--- config.mk ---
export PLATFORM = sky130hd
export DESIGN_NAME = adder_rr_scheduler
export DESIGN_NICKNAME = d
export VERILOG_FILES = /design/src/rtl/adder_rr_scheduler.sv
export SDC_FILE = /design/constraint.sdc
export NUM_CORES = 1
export LEC_CHECK = 0
export ABC_AREA = 0
export BUFFER_PORTS_ARGS = -buffer_cell sky130_fd_sc_hd__buf_2
export CAP_MARGIN = 5
export CORE_MARGIN = 3
export CORE_UTILIZATION = 33
export CTS_BUF_LIST = sky130_fd_sc_hd__clkbuf_4 sky130_fd_sc_hd__clkbuf_8
export DETAILED_ROUTE_END_ITERATION = 12
export GPL_ROUTABILITY_DRIVEN = 0
export SYNTH_ARGS = -nofsm -noshare
export SYNTH_HDL_FRONTEND = slang
export SYNTH_SLANG_ARGS = --single-unit
--- constraint.sdc ---
create_clock -name clk -period 8.25 [get_ports clk]
set_input_delay 2.0625 -clock clk [delete_from_list [all_inputs] [get_ports clk]]
set_output_delay 2.0625 -clock clk [all_outputs]
set_load 0.05 [all_outputs]
--- src/rtl/adder_rr_scheduler.sv ---
`default_nettype none
// ============================================================================
// Module      : adder_rr_scheduler
// Description : Round-robin scheduler sharing one pipelined, chunked
//               ripple-carry adder between N requesters. Each operation
//               carries its requester ID down the pipeline; the last stage
//               register is the result port (valid/ready, full stall).
// Option      : ADDER_RR_SCHEDULER_STATS_EN adds op_count and busy outputs.
// Revision    : 1.0 - initial release
// ============================================================================
module adder_rr_scheduler #(
    parameter int WIDTH   = 8,
    parameter int LATENCY = 4,
    parameter int N       = 4,
    localparam int IDW    = (N > 1) ? $clog2(N) : 1
) (
    input  logic               clk,
    input  logic               rst_n,
    input  logic [N-1:0]       req_valid,
    output logic [N-1:0]       req_ready,
    input  logic [N*WIDTH-1:0] req_a,
    input  logic [N*WIDTH-1:0] req_b,
    output logic               res_valid,
    input  logic               res_ready,
    output logic [WIDTH-1:0]   res_sum,
    output logic               res_carry,
    output logic [IDW-1:0]     res_id
`ifdef ADDER_RR_SCHEDULER_STATS_EN
    ,
    output logic [31:0]        op_count,
    output logic               busy
`endif
);

    // Chunk width and operand width padded to a whole number of chunks.
    // Padding bits are zero, so bit WIDTH of the padded sum is the true carry.
    localparam int c_CHUNK_W = (WIDTH + LATENCY - 1) / LATENCY;
    localparam int c_PAD_W   = c_CHUNK_W * LATENCY;

    // Adds chunk s of a and b plus the incoming carry; returns {carry, sum}
    // where sum is sum_in with chunk s replaced.
    function automatic logic [c_PAD_W:0] f_add_chunk(
        input logic [c_PAD_W-1:0] a,
        input logic [c_PAD_W-1:0] b,
        input logic [c_PAD_W-1:0] sum_in,
        input logic               c_in,
        input int                 s
    );
        logic [c_CHUNK_W:0]   v_t;
        logic [c_PAD_W-1:0]   v_sum;
        v_t = {1'b0, a[s*c_CHUNK_W +: c_CHUNK_W]}
            + {1'b0, b[s*c_CHUNK_W +: c_CHUNK_W]}
            + {{c_CHUNK_W{1'b0}}, c_in};
        v_sum = sum_in;
        v_sum[s*c_CHUNK_W +: c_CHUNK_W] = v_t[c_CHUNK_W-1:0];
        return {v_t[c_CHUNK_W], v_sum};
    endfunction

    logic [IDW-1:0]     r_ptr;
    logic [IDW-1:0]     w_grant;
    logic [IDW-1:0]     w_ptr_nxt;
    logic               w_any;
    logic               w_adv;
    logic               w_hs;
    logic [WIDTH-1:0]   w_sel_a;
    logic [WIDTH-1:0]   w_sel_b;
    logic [c_PAD_W-1:0] w_pad_a;
    logic [c_PAD_W-1:0] w_pad_b;

    // Stage registers: forwarded operands, partial sum, chunk carry, ID, valid.
    logic [c_PAD_W-1:0] r_a   [LATENCY];
    logic [c_PAD_W-1:0] r_b   [LATENCY];
    logic [c_PAD_W-1:0] r_sum [LATENCY];
    logic               r_c   [LATENCY];
    logic [IDW-1:0]     r_id  [LATENCY];
    logic [LATENCY-1:0] r_v;
    logic [c_PAD_W:0]   w_stage [LATENCY];

    // The whole pipeline moves only when the result slot is free or draining.
    assign w_adv = !r_v[LATENCY-1] || res_ready;
    assign w_hs  = w_any && w_adv;

    // Round-robin pick: lowest requester at or above ptr, else lowest below it.
    always_comb begin
        logic             v_hi_found;
        logic             v_lo_found;
        logic [IDW-1:0]   v_hi;
        logic [IDW-1:0]   v_lo;
        v_hi_found = 1'b0;
        v_lo_found = 1'b0;
        v_hi       = '0;
        v_lo       = '0;
        for (int k = N - 1; k >= 0; k--) begin
            if (req_valid[k]) begin
                if (IDW'(k) >= r_ptr) begin
                    v_hi_found = 1'b1;
                    v_hi       = IDW'(k);
                end else begin
                    v_lo_found = 1'b1;
                    v_lo       = IDW'(k);
                end
            end
        end
        w_any   = v_hi_found || v_lo_found;
        w_grant = v_hi_found ? v_hi : v_lo;
    end

    // Operand mux, one-hot ready and wrap-around pointer successor.
    always_comb begin
        w_sel_a   = '0;
        w_sel_b   = '0;
        req_ready = '0;
        for (int k = 0; k < N; k++) begin
            if (IDW'(k) == w_grant) begin
                w_sel_a      = req_a[k*WIDTH +: WIDTH];
                w_sel_b      = req_b[k*WIDTH +: WIDTH];
                req_ready[k] = w_hs;
            end
        end
        w_ptr_nxt = (w_grant == IDW'(N - 1)) ? '0 : w_grant + 1'b1;
    end

    assign w_pad_a = c_PAD_W'(w_sel_a);
    assign w_pad_b = c_PAD_W'(w_sel_b);

    // Per-stage chunk adders; stage 0 starts from a zero sum and no carry.
    always_comb begin
        w_stage[0] = f_add_chunk(w_pad_a, w_pad_b, '0, 1'b0, 0);
        for (int s = 1; s < LATENCY; s++) begin
            w_stage[s] = f_add_chunk(r_a[s-1], r_b[s-1], r_sum[s-1], r_c[s-1], s);
        end
    end

    // Arbitration pointer advances past the winner on each handshake.
    always_ff @(posedge clk or negedge rst_n) begin
        if (!rst_n) begin
            r_ptr <= '0;
        end else if (w_hs) begin
            r_ptr <= w_ptr_nxt;
        end
    end

    // Pipeline registers; every stage holds together when the output stalls.
    always_ff @(posedge clk or negedge rst_n) begin
        if (!rst_n) begin
            r_v <= '0;
            for (int s = 0; s < LATENCY; s++) begin
                r_a[s]   <= '0;
                r_b[s]   <= '0;
                r_sum[s] <= '0;
                r_c[s]   <= 1'b0;
                r_id[s]  <= '0;
            end
        end else if (w_adv) begin
            r_v[0]               <= w_any;
            r_a[0]               <= w_pad_a;
            r_b[0]               <= w_pad_b;
            r_id[0]              <= w_grant;
            {r_c[0], r_sum[0]}   <= w_stage[0];
            for (int s = 1; s < LATENCY; s++) begin
                r_v[s]             <= r_v[s-1];
                r_a[s]             <= r_a[s-1];
                r_b[s]             <= r_b[s-1];
                r_id[s]            <= r_id[s-1];
                {r_c[s], r_sum[s]} <= w_stage[s];
            end
        end
    end

    assign res_valid = r_v[LATENCY-1];
    assign res_sum   = r_sum[LATENCY-1][WIDTH-1:0];
    assign res_id    = r_id[LATENCY-1];

    // When chunks tile WIDTH exactly the carry is the last chunk carry;
    // otherwise it lands in the first padding bit of the sum.
    generate
        if (c_PAD_W == WIDTH) begin : g_carry_exact
            assign res_carry = r_c[LATENCY-1];
        end else begin : g_carry_pad
            assign res_carry = r_sum[LATENCY-1][WIDTH];
        end
    endgenerate

`ifdef ADDER_RR_SCHEDULER_STATS_EN
    logic [31:0] r_op_count;

    // Count accepted requests; wraps naturally at 2^32.
    always_ff @(posedge clk or negedge rst_n) begin
        if (!rst_n) begin
            r_op_count <= '0;
        end else if (w_hs) begin
            r_op_count <= r_op_count + 32'd1;
        end
    end

    assign op_count = r_op_count;
    assign busy     = |r_v;
`endif

endmodule
`default_nettype wire

==> impl_metrics.py, run 1 <==
metrics = {
    "global_routing": {
        "grt_pass1_vias": 2511,
        "grt.overflow.total": 0,
        "grt_max_degree": 76,
        "antenna_found_initial": 0,
        "grt.total_usage": 0.135,
        "grt_pass1_wl_um": 12200,
    },
    "final_layout": {
        "ff_latch_area_mm2": 0.00155,
        "fillers": 1049,
        "final_cell_area_mm2": 0.00388,
        "final-instance-count-excl-fill": 576,
        "syn_to_final_growth_pct": 16.4,
        "fin_util": 0.396,
        "drive_gt1_frac": 0.248,
        "n_antenna_cell": 0,
        "multiInputGateArea_mm2": 0.00143,
        "fin_nets": 524,
    },
    "power": {
        "power_mw": 1.41,
        "power.density_mw_per_mm2": 364,
        "ir_worst_vdd_mv": 0.154,
        "power.leakage_nw": 1.97,
    },
    "detailed_routing": {
        "routedWlPerCell_um": 12.7,
        "drt-total-wl_um": 7340,
        "first_pass_iters": 4,
        "post-route-drc-count": 0,
        "first_iter_violations": 99,
        "vias_per_cell": 4.60,
        "vias": 2651,
        "ant_nets": 0,
    },
    "setup_path": {
        "arrival_ps": 4160,
        "cp.required_ps": 6190,
        "cp-start-kind": "input port",
        "path_class": "in -> out",
        "worst-path-max-fanout": 33,
        "crit_path_end_kind": "output port",
        "regToRegSetupSlack_ps": 5020,
    },
    "sta": {
        "final_hold_viol_count": 0,
        "relSlewSlack": 0.256,
        "fmax_ghz": 0.161,
        "fin_ws_ps": 2030,
        "setup_violations": 0,
        "clock_skew_ps": 6.54,
        "rsz0062_at_grt": "false",
        "tightest_slew_ps": 1120,
        "drv_slew": 0,
        "fin_crit_ps": 6220,
        "whs_ps": 458,
        "post-route-period-util": 0.754,
        "setup_tns_ps": 0,
    },
    "clock_network": {
        "post_cts_buffers": 0,
        "clk_pin_slew_ps": 60,
        "cts_tree": "built",
        "cts-root-buf": "clkbuf_8",
        "cts_buffer_depth": 2,
        "numCtsBuffers": 9,
        "clkLatencyLatePin_ps": 330,
        "post_cts_resized": 0,
        "clock_sinks": 62,
        "ctsHoldBuffers": 0,
        "htree_levels": 3,
    },
    "logic_synthesis": {
        "synth_top_area_share": 0.465,
        "synth_warnings": 0,
        "synthDistinctLibCells": 33,
        "syn_inst": 377,
        "ys_seq_elements": 62,
        "synth_fp_nets": 460,
        "syn_avg_cell_area_um2": 8.85,
        "synthesis.area_mm2": 0.00334,
        "ys_seq_area_frac": 0.465,
        "synth_top_area_cell": "dfrtp_1",
        "synth_area_leaders": "dfrtp_1 (46%), nand2_1 (9.9%), a21oi_1 (8.1%)",
    },
    "placement": {
        "dp_slack_ps": 2050,
        "dpl-instance-area_mm2": 0.00374,
        "portBuffers": 86,
        "place_hpwl_um": 5120,
        "dp_cells": 563,
    },
    "floorplanning": {
        "std_cell_rows": 36,
        "die_h_um": 107,
        "die_area_mm2": 0.0114,
        "die_w_um": 107,
        "ios": 87,
        "core_area_mm2": 0.00982,
        "initial_utilization": 0.340,
    },
    "status": {
        "status": "finished clean",
    },
    "min_path": {
        "min_path_type": "reg -> reg",
    },
    "flow_run": {
        "drv_cap": 0,
    },
}
-- registers in the layout, indices dropped and copies added (netlist names), 3 cells and up --
register and flops:
res_sum 8, r_c 3, r_sum 12, r_a 12, r_id 6, r_b 12
r_v 4
-- critical path, cell delays in order --
cell and delay (ps):
buf_2 140, mux2i_1 230, o221ai_2 190, inv_1 120, ha_1 900, and2_1 250
buf_2 260
-- power by group --
group | total [mW] | switching (mW) | internal [mW]
Sequential | 0.521 | 0.0711 | 0.450
Combinational | 0.678 | 0.431 | 0.247
Clock | 0.215 | 0.109 | 0.106
Total | 1.41 | 0.612 | 0.803
-- Yosys cell counts --
library cell and instances:
a211oi_1 2, a21boi_1 1, a21oi_1 54, a221o_1 12, a22o_1 2, a22oi_1 6, and2_1 4, buf_2 11
buf_4 15, buf_6 1, clkbuf_1 8, clkbuf_8 2, dfrtp_1 62, fa_1 7, ha_1 5, inv_1 35
mux2_4 2, mux2i_1 1, nand2_1 88, nand2b_1 3, nand3b_1 12, nor2_1 22, nor2_2 1, nor2b_1 1
nor4_4 1, o21a_1 1, o21ai_0 12, o21ai_1 1, o221ai_2 1, o22a_1 1, o22ai_1 1, o31ai_1 1
or3b_1 1
-- metal layers --
layer,track usage,vias to the layer above,part of all wire,wire length (um)
li1,-,1350,-,-
met4,0.0530,0,0.016,116
met1,0.192,1202,0.49,3600
met3,0.0401,9,0.075,548
met5,0,-,0,0
met2,0.192,90,0.42,3070
-- area by class of cell --
cell class / count / area share
clock inverters: 3 / 0.00387
multi-input cells: 243 / 0.368
inverters: 35 / 0.0338
repair buffers: 90 / 0.119
clock buffers: 10 / 0.0338
well taps: 133 / 0.0428
flip-flops and latches: 62 / 0.399
-- cell usage in the layout (no fill, tap or decap), types with 4 or more instances in the layout --
master,instances
nor2_1,22
inv_1,35
a221o_1,12
buf_4,4
o21ai_0,12
and2_1,4
clkbuf_8,9
ha_1,5
fa_1,7
dfrtp_1,62
a22oi_1,6
a21oi_1,54
nand3b_1,12
buf_2,86
nand2_1,88
-- final timing paths --
kind / startpoint / endpoint / depth (start not counted)
max in group asynchronous: rst_n / r_b[29] / 2
min: res_sum[2] / res_sum[2] / 2
max reg2reg: r_ptr[1] / r_sum[25] / 10
min reg2reg: res_sum[2] / res_sum[2] / 2
max: req_valid[0] / req_ready[3] / 7
min in group asynchronous: rst_n / res_sum[0] / 2
-- cells by family after synthesis --
kind of cell             after synthesis  synth area share
AND/OR/NAND/NOR                      133             0.177
AO/OA/AOI/OAI                         95             0.175
buffers and inverters                 72             0.110
flip-flops                            62             0.465
adder cells (fa/ha/maj)               12            0.0607
multiplexers                           3            0.0120
Power figures use the tool's default switching activity.
==> run 2, diff against run 1 <==
Settings changed: ABC_AREA 0 to 1.
Clock period 8.25 ns to 5.25 ns, I/O delays scaled along.
==> run 2 against run 1 <==
Area after synthesis decreased by 1.9%. Setup slack got worse by 1300 ps. First-iteration DRC count increased by 43%. Critical path type unchanged. Largest power group unchanged. Highest routed layer unchanged.
==> impl_metrics.py, run 2 <==
metrics = {
    "status": {
        "status": "finished clean",
    },
    "detailed_routing": {
        "vias_per_cell": 4.40,
        "wl_met1_um": 3790,
        "routedWlPerCell_um": 11.9,
        "vias": 2708,
        "first_pass_iters": 4,
        "dr_wl_met3_um": 466,
        "drt-total-wl_um": 7300,
        "top_layer_used": "met4",
        "wl_met2_um": 2910,
        "ant_nets": 0,
        "post-route-drc-count": 0,
        "first_iter_violations": 142,
    },
    "logic_synthesis": {
        "synth_top_area_share": 0.474,
        "synthAdderAreaFrac": 0.0620,
        "yosys.area_share.simple": 0.236,
        "synth_most_common_cell": "nand2_1",
        "muxShareOfSynthArea": 0,
        "syn_inst": 417,
        "synth_xor_area_frac": 0,
        "synthTopCellsByCount": "nand2_1 (174), dfrtp_1 (62), o21ai_0 (61), inv_1 (30), a21oi_1 (15)",
        "ys_seq_area_frac": 0.474,
        "synth_ff_type": "dfrtp_1",
        "syn_avg_cell_area_um2": 7.85,
        "synth_fp_nets": 500,
        "synth-edff-count": 0,
        "synth_top_area_cell": "dfrtp_1",
        "synthDistinctLibCells": 22,
        "synth_warnings": 0,
        "async_reset_ff_frac": 1.00,
        "ys_seq_elements": 62,
        "synth_compound_area_frac": 0.136,
        "synth_area_leaders": "dfrtp_1 (47%), nand2_1 (20%), o21ai_0 (9.3%)",
        "synthesis.area_mm2": 0.00327,
        "synth_top_family_by_area": "simple AND/OR/NAND/NOR gates",
    },
    "power": {
        "power.density_mw_per_mm2": 580,
        "ir_worst_vdd_mv": 0.245,
        "power.leakage_nw": 2.01,
    },
    "floorplanning": {
        "initial_utilization": 0.348,
        "core_area_mm2": 0.00942,
        "die_h_um": 106,
        "die_w_um": 106,
        "ios": 87,
        "die_area_mm2": 0.0111,
        "std_cell_rows": 35,
    },
    "setup_path": {
        "slowest_stage": "ha_1",
        "cp.required_ps": 3940,
        "slowest_delay_ps": 650,
        "regToRegSetupSlack_ps": 2130,
        "arrival_ps": 3170,
        "path_class": "in -> out",
        "worst-path-max-fanout": 29,
        "r2r_start": "r_ptr[1]",
        "cp_cell_sequence": "buf_2, nand2_1, nand2_4, nor2_4, nand2_1, nand2_2, inv_1, ha_1, inv_1, nor2_1, buf_2",
        "reg2reg_depth": 15,
        "crit_path_end_kind": "output port",
        "cp-start-kind": "input port",
        "r2r-end": "r_sum[25]",
    },
    "clock_network": {
        "cts_tree": "built",
        "numCtsBuffers": 9,
        "post_cts_resized": 0,
        "clkLatencyLatePin_ps": 330,
        "htree_levels": 3,
        "ctsHoldBuffers": 0,
        "clock_sinks": 62,
        "post_cts_buffers": 0,
        "clk_pin_slew_ps": 60,
        "cts-root-buf": "clkbuf_8",
        "cts_buffer_depth": 2,
    },
    "min_path": {
        "min_from": "r_id[3]",
        "hold_depth": 2,
        "min_path_type": "reg -> reg",
        "hold_path_end": "res_id[1]",
    },
    "sta": {
        "whs_ps": 465,
        "fin_crit_ps": 4490,
        "final_hold_viol_count": 0,
        "drv_slew": 0,
        "setup_violations": 0,
        "fmax_ghz": 0.223,
        "tightest_slew_ps": 781,
        "relSlewSlack": 0.479,
        "rsz0062_at_grt": "false",
        "post-route-period-util": 0.855,
        "setup_tns_ps": 0,
        "clock_skew_ps": 6.15,
    },
    "global_routing": {
        "grt.overflow.total": 0,
        "grt_pass1_wl_um": 12400,
        "grt_max_degree": 63,
        "grt.total_usage": 0.137,
        "grt_pass1_vias": 2705,
        "antenna_found_initial": 0,
    },
    "final_layout": {
        "reg_top3": "r_a (12), r_b (12), r_sum (12)",
        "most-common-layout-cells": "nand2_1 (174), buf_2 (86), dfrtp_1 (62), o21ai_0 (61), inv_1 (30)",
        "n_antenna_cell": 0,
        "final_common_cell": "nand2_1",
        "drive_gt1_frac": 0.233,
        "fin_nets": 569,
        "syn_to_final_growth_pct": 17.7,
    },
    "placement": {
        "place_hpwl_um": 5170,
        "portBuffers": 86,
    },
    "flow_run": {
        "drv_cap": 0,
    },
}
run 2: layout make-up:
cell class                      instances  area [um^2]
Sequential cell                        62         1550
Fill cell                             985         5570
Clock buffer                           11          139
Tap cell                              129          161
Timing Repair Buffer                   90          460
Inverter                               32          120
Multi-Input combinational cell        291         1420
run 2: metal layers:
| layer | GRT usage | up-vias |
|---|---|---|
| met3 | 0.0374 | 10 |
| met1 | 0.195 | 1184 |
| met2 | 0.194 | 88 |
| li1 | - | 1426 |
| met5 | 0 | - |
| met4 | 0.0611 | 0 |
run 2: cell families after synthesis:
logic type | count (synthesis)
fa+ha+maj | 12
simple gates | 193
buf+inv | 64
compound gates | 86
flops | 62
run 2: power breakdown:
part / leakage, nW / internal [mW] / switching [mW]
registers: 0.769 / 0.703 / 0.0989
logic: 1.17 / 0.347 / 0.755
clock network: 0.0739 / 0.169 / 0.159
run 2: worst max-delay path by stage:
stage	startpoint	to	cells after the start
4_1_cts	req_valid[1]	req_ready[1]	11
5_1_grt	req_valid[1]	req_ready[1]	11
3_3_place_gp	req_valid[1]	req_ready[1]	11
3_5_place_dp	req_valid[1]	req_ready[1]	11
2_1_floorplan	req_valid[1]	req_ready[2]	9
6_report	req_valid[1]	req_ready[1]	11
run 2: worst max-delay path: cells and delay by family:
kind,cells,cell delay [ps]
fa+ha+maj,1,650
buf+inv,4,680
simple gates,6,540
run 2: through the flow:
stage          std cells  utilization  worst slack (ps)  total power, mW  area (um^2)
2_1_floorplan        417            -              1010             1.72         3270
3_3_place_gp         604        0.394               856             1.89         3710
3_5_place_dp         604        0.394               744             1.92         3710
4_1_cts              615        0.409               748             2.27         3850
5_1_grt              615        0.409               526             2.47         3850
6_report             615        0.409               764             2.23         3850
==> run 3, diff against run 2 <==
Settings changed: REMOVE_ABC_BUFFERS set to 1.
Clock period 5.25 ns to 4.1 ns, I/O delays scaled along.
==> run 3 against run 2 <==
Clock power up 90%. Worst hold slack better by 8.3 ps. Largest power group unchanged. First-iteration DRC count down 6.3%. Critical endpoint unchanged.
==> impl_metrics.py, run 3 (synthesis gave the netlist of run 2 again) <==
metrics = {
    "status": {
        "status": "finished clean",
    },
    "sta": {
        "drv_slew": 0,
        "rsz0062_at_grt": "false",
        "setup_violations": 0,
        "clock_skew_ps": 4.39,
        "tightest_slew_ps": 877,
        "relSlewSlack": 0.415,
        "fin_crit_ps": 3590,
        "final_hold_viol_count": 0,
        "fmax_ghz": 0.279,
        "post-route-period-util": 0.875,
        "setup_tns_ps": 0,
    },
    "global_routing": {
        "grt_pass1_vias": 2784,
        "grt.total_usage": 0.142,
        "antenna_found_initial": 0,
        "grt_max_degree": 63,
        "grt.overflow.total": 0,
        "grt_pass1_wl_um": 12700,
    },
    "clock_network": {
        "cts_tree": "built",
        "clk_pin_slew_ps": 80,
        "post_cts_buffers": 0,
        "ctsHoldBuffers": 0,
        "cts_buffer_depth": 2,
        "cts-root-buf": "clkbuf_8",
        "post_cts_resized": 0,
        "htree_levels": 3,
        "clkLatencyLatePin_ps": 340,
        "numCtsBuffers": 9,
        "clock_sinks": 62,
    },
    "setup_path": {
        "worst-path-max-fanout": 10,
        "crit_path_end_kind": "output port",
        "crit_family": "buffers and inverters",
        "cp.required_ps": 3070,
        "startpoint": "req_valid[1]",
        "path_depth": 11,
        "slowest_delay_ps": 330,
        "arrival_ps": 2560,
        "r2r_start": "r_ptr[1]",
        "r2r-end": "r_sum[25]",
        "cp-start-kind": "input port",
        "crit_buf_inv": 4,
        "cp_cell_sequence": "buf_2, nand2_1, nand2_4, nor2_4, nand2_1, nand2_2, inv_1, ha_1, inv_1, nor2_1, buf_2",
        "slowest_stage": "ha_1",
        "path_class": "in -> out",
        "regToRegSetupSlack_ps": 1200,
        "reg2reg_depth": 15,
        "endpoint": "req_ready[1]",
    },
    "placement": {
        "place_hpwl_um": 5480,
        "portBuffers": 86,
        "dpl-instance-area_mm2": 0.00373,
    },
    "power": {
        "power.leakage_nw": 2.06,
        "power.density_mw_per_mm2": 781,
        "ir_worst_vdd_mv": 0.347,
    },
    "final_layout": {
        "n_antenna_cell": 0,
        "drive_gt1_frac": 0.245,
        "final_cell_area_mm2": 0.00396,
        "final_common_cell": "nand2_1",
        "fin_nets": 572,
        "most-common-layout-cells": "nand2_1 (174), buf_2 (86), dfrtp_1 (62), o21ai_0 (61), inv_1 (30)",
        "fillers": 987,
        "reg_top3": "r_a (12), r_b (12), r_sum (12)",
        "syn_to_final_growth_pct": 21.1,
    },
    "floorplanning": {
        "die_w_um": 106,
        "std_cell_rows": 35,
        "die_h_um": 106,
        "initial_utilization": 0.348,
        "core_area_mm2": 0.00942,
        "ios": 87,
        "die_area_mm2": 0.0111,
    },
    "min_path": {
        "min_path_type": "reg -> reg",
    },
    "detailed_routing": {
        "first_iter_violations": 133,
        "ant_nets": 0,
        "post-route-drc-count": 0,
        "vias": 2851,
        "vias_per_cell": 4.58,
        "routedWlPerCell_um": 12.5,
        "drt-total-wl_um": 7760,
        "first_pass_iters": 6,
    },
    "flow_run": {
        "drv_cap": 0,
    },
}
## run 3: changes by cell type in the layout (fill, tap and decap cells not counted)
cell        change
clkinv_4        +1
inv_6           +2
clkinvlp_4      +1
bufinv_16       +2
buf_4           +3
inv_8           +1
clkbuf_4        -2
## run 3: worst min-delay path by stage
stage              start    endpoint  slack (ps)  depth (start not counted)
6_report         r_a[31]     r_a[23]         470                          2
5_1_grt        r_sum[12]  res_sum[4]         500                          2
4_1_cts          r_a[31]     r_a[23]         470                          2
3_5_place_dp     r_a[31]     r_a[23]         450                          2
3_3_place_gp   r_sum[25]   r_sum[17]         450                          2
2_1_floorplan     r_v[2]      r_v[3]         440                          1
## run 3: area by class of cell
type | instances | area (um^2) | area share
clock buffer | 9 | 124 | 0.0313
clock inverter | 7 | 105 | 0.0265
inverter | 32 | 120 | 0.0303
multi-input combinational | 291 | 1420 | 0.358
sequential | 62 | 1550 | 0.392
tap | 129 | 161 | 0.0407
timing repair buffer | 93 | 483 | 0.122
## run 3: worst min-delay path, cell delays in order (launching register included)
cell and delay (ps):
dfrtp_1 350, nand2_1 50, nand2_1 40
## run 3: stage by stage
step	worst slack, ps	std cells	power, mW	utilization	hold slack (ps)
2_1_floorplan	211	385	2.07	-	440
3_3_place_gp	625	607	2.45	0.397	452
3_5_place_dp	533	607	2.50	0.397	453
4_1_cts	529	623	3.14	0.421	474
5_1_grt	378	623	3.39	0.421	495
6_report	514	623	3.10	0.421	474
## run 3: report_power, final
group / internal (mW) / switching (mW) / total, mW
registers: 0.899 / 0.129 / 1.03
clock network: 0.351 / 0.270 / 0.621
logic: 0.457 / 0.990 / 1.45
## run 3: routing by layer
metal	vias up	GRT usage	share of wire	wire [um]
met2	61	0.241	0.50	3850
met3	12	0.0318	0.033	258
met5	-	0	0	0
met1	1338	0.177	0.46	3540
met4	0	0.0527	0.014	112
li1	1440	-	-	-
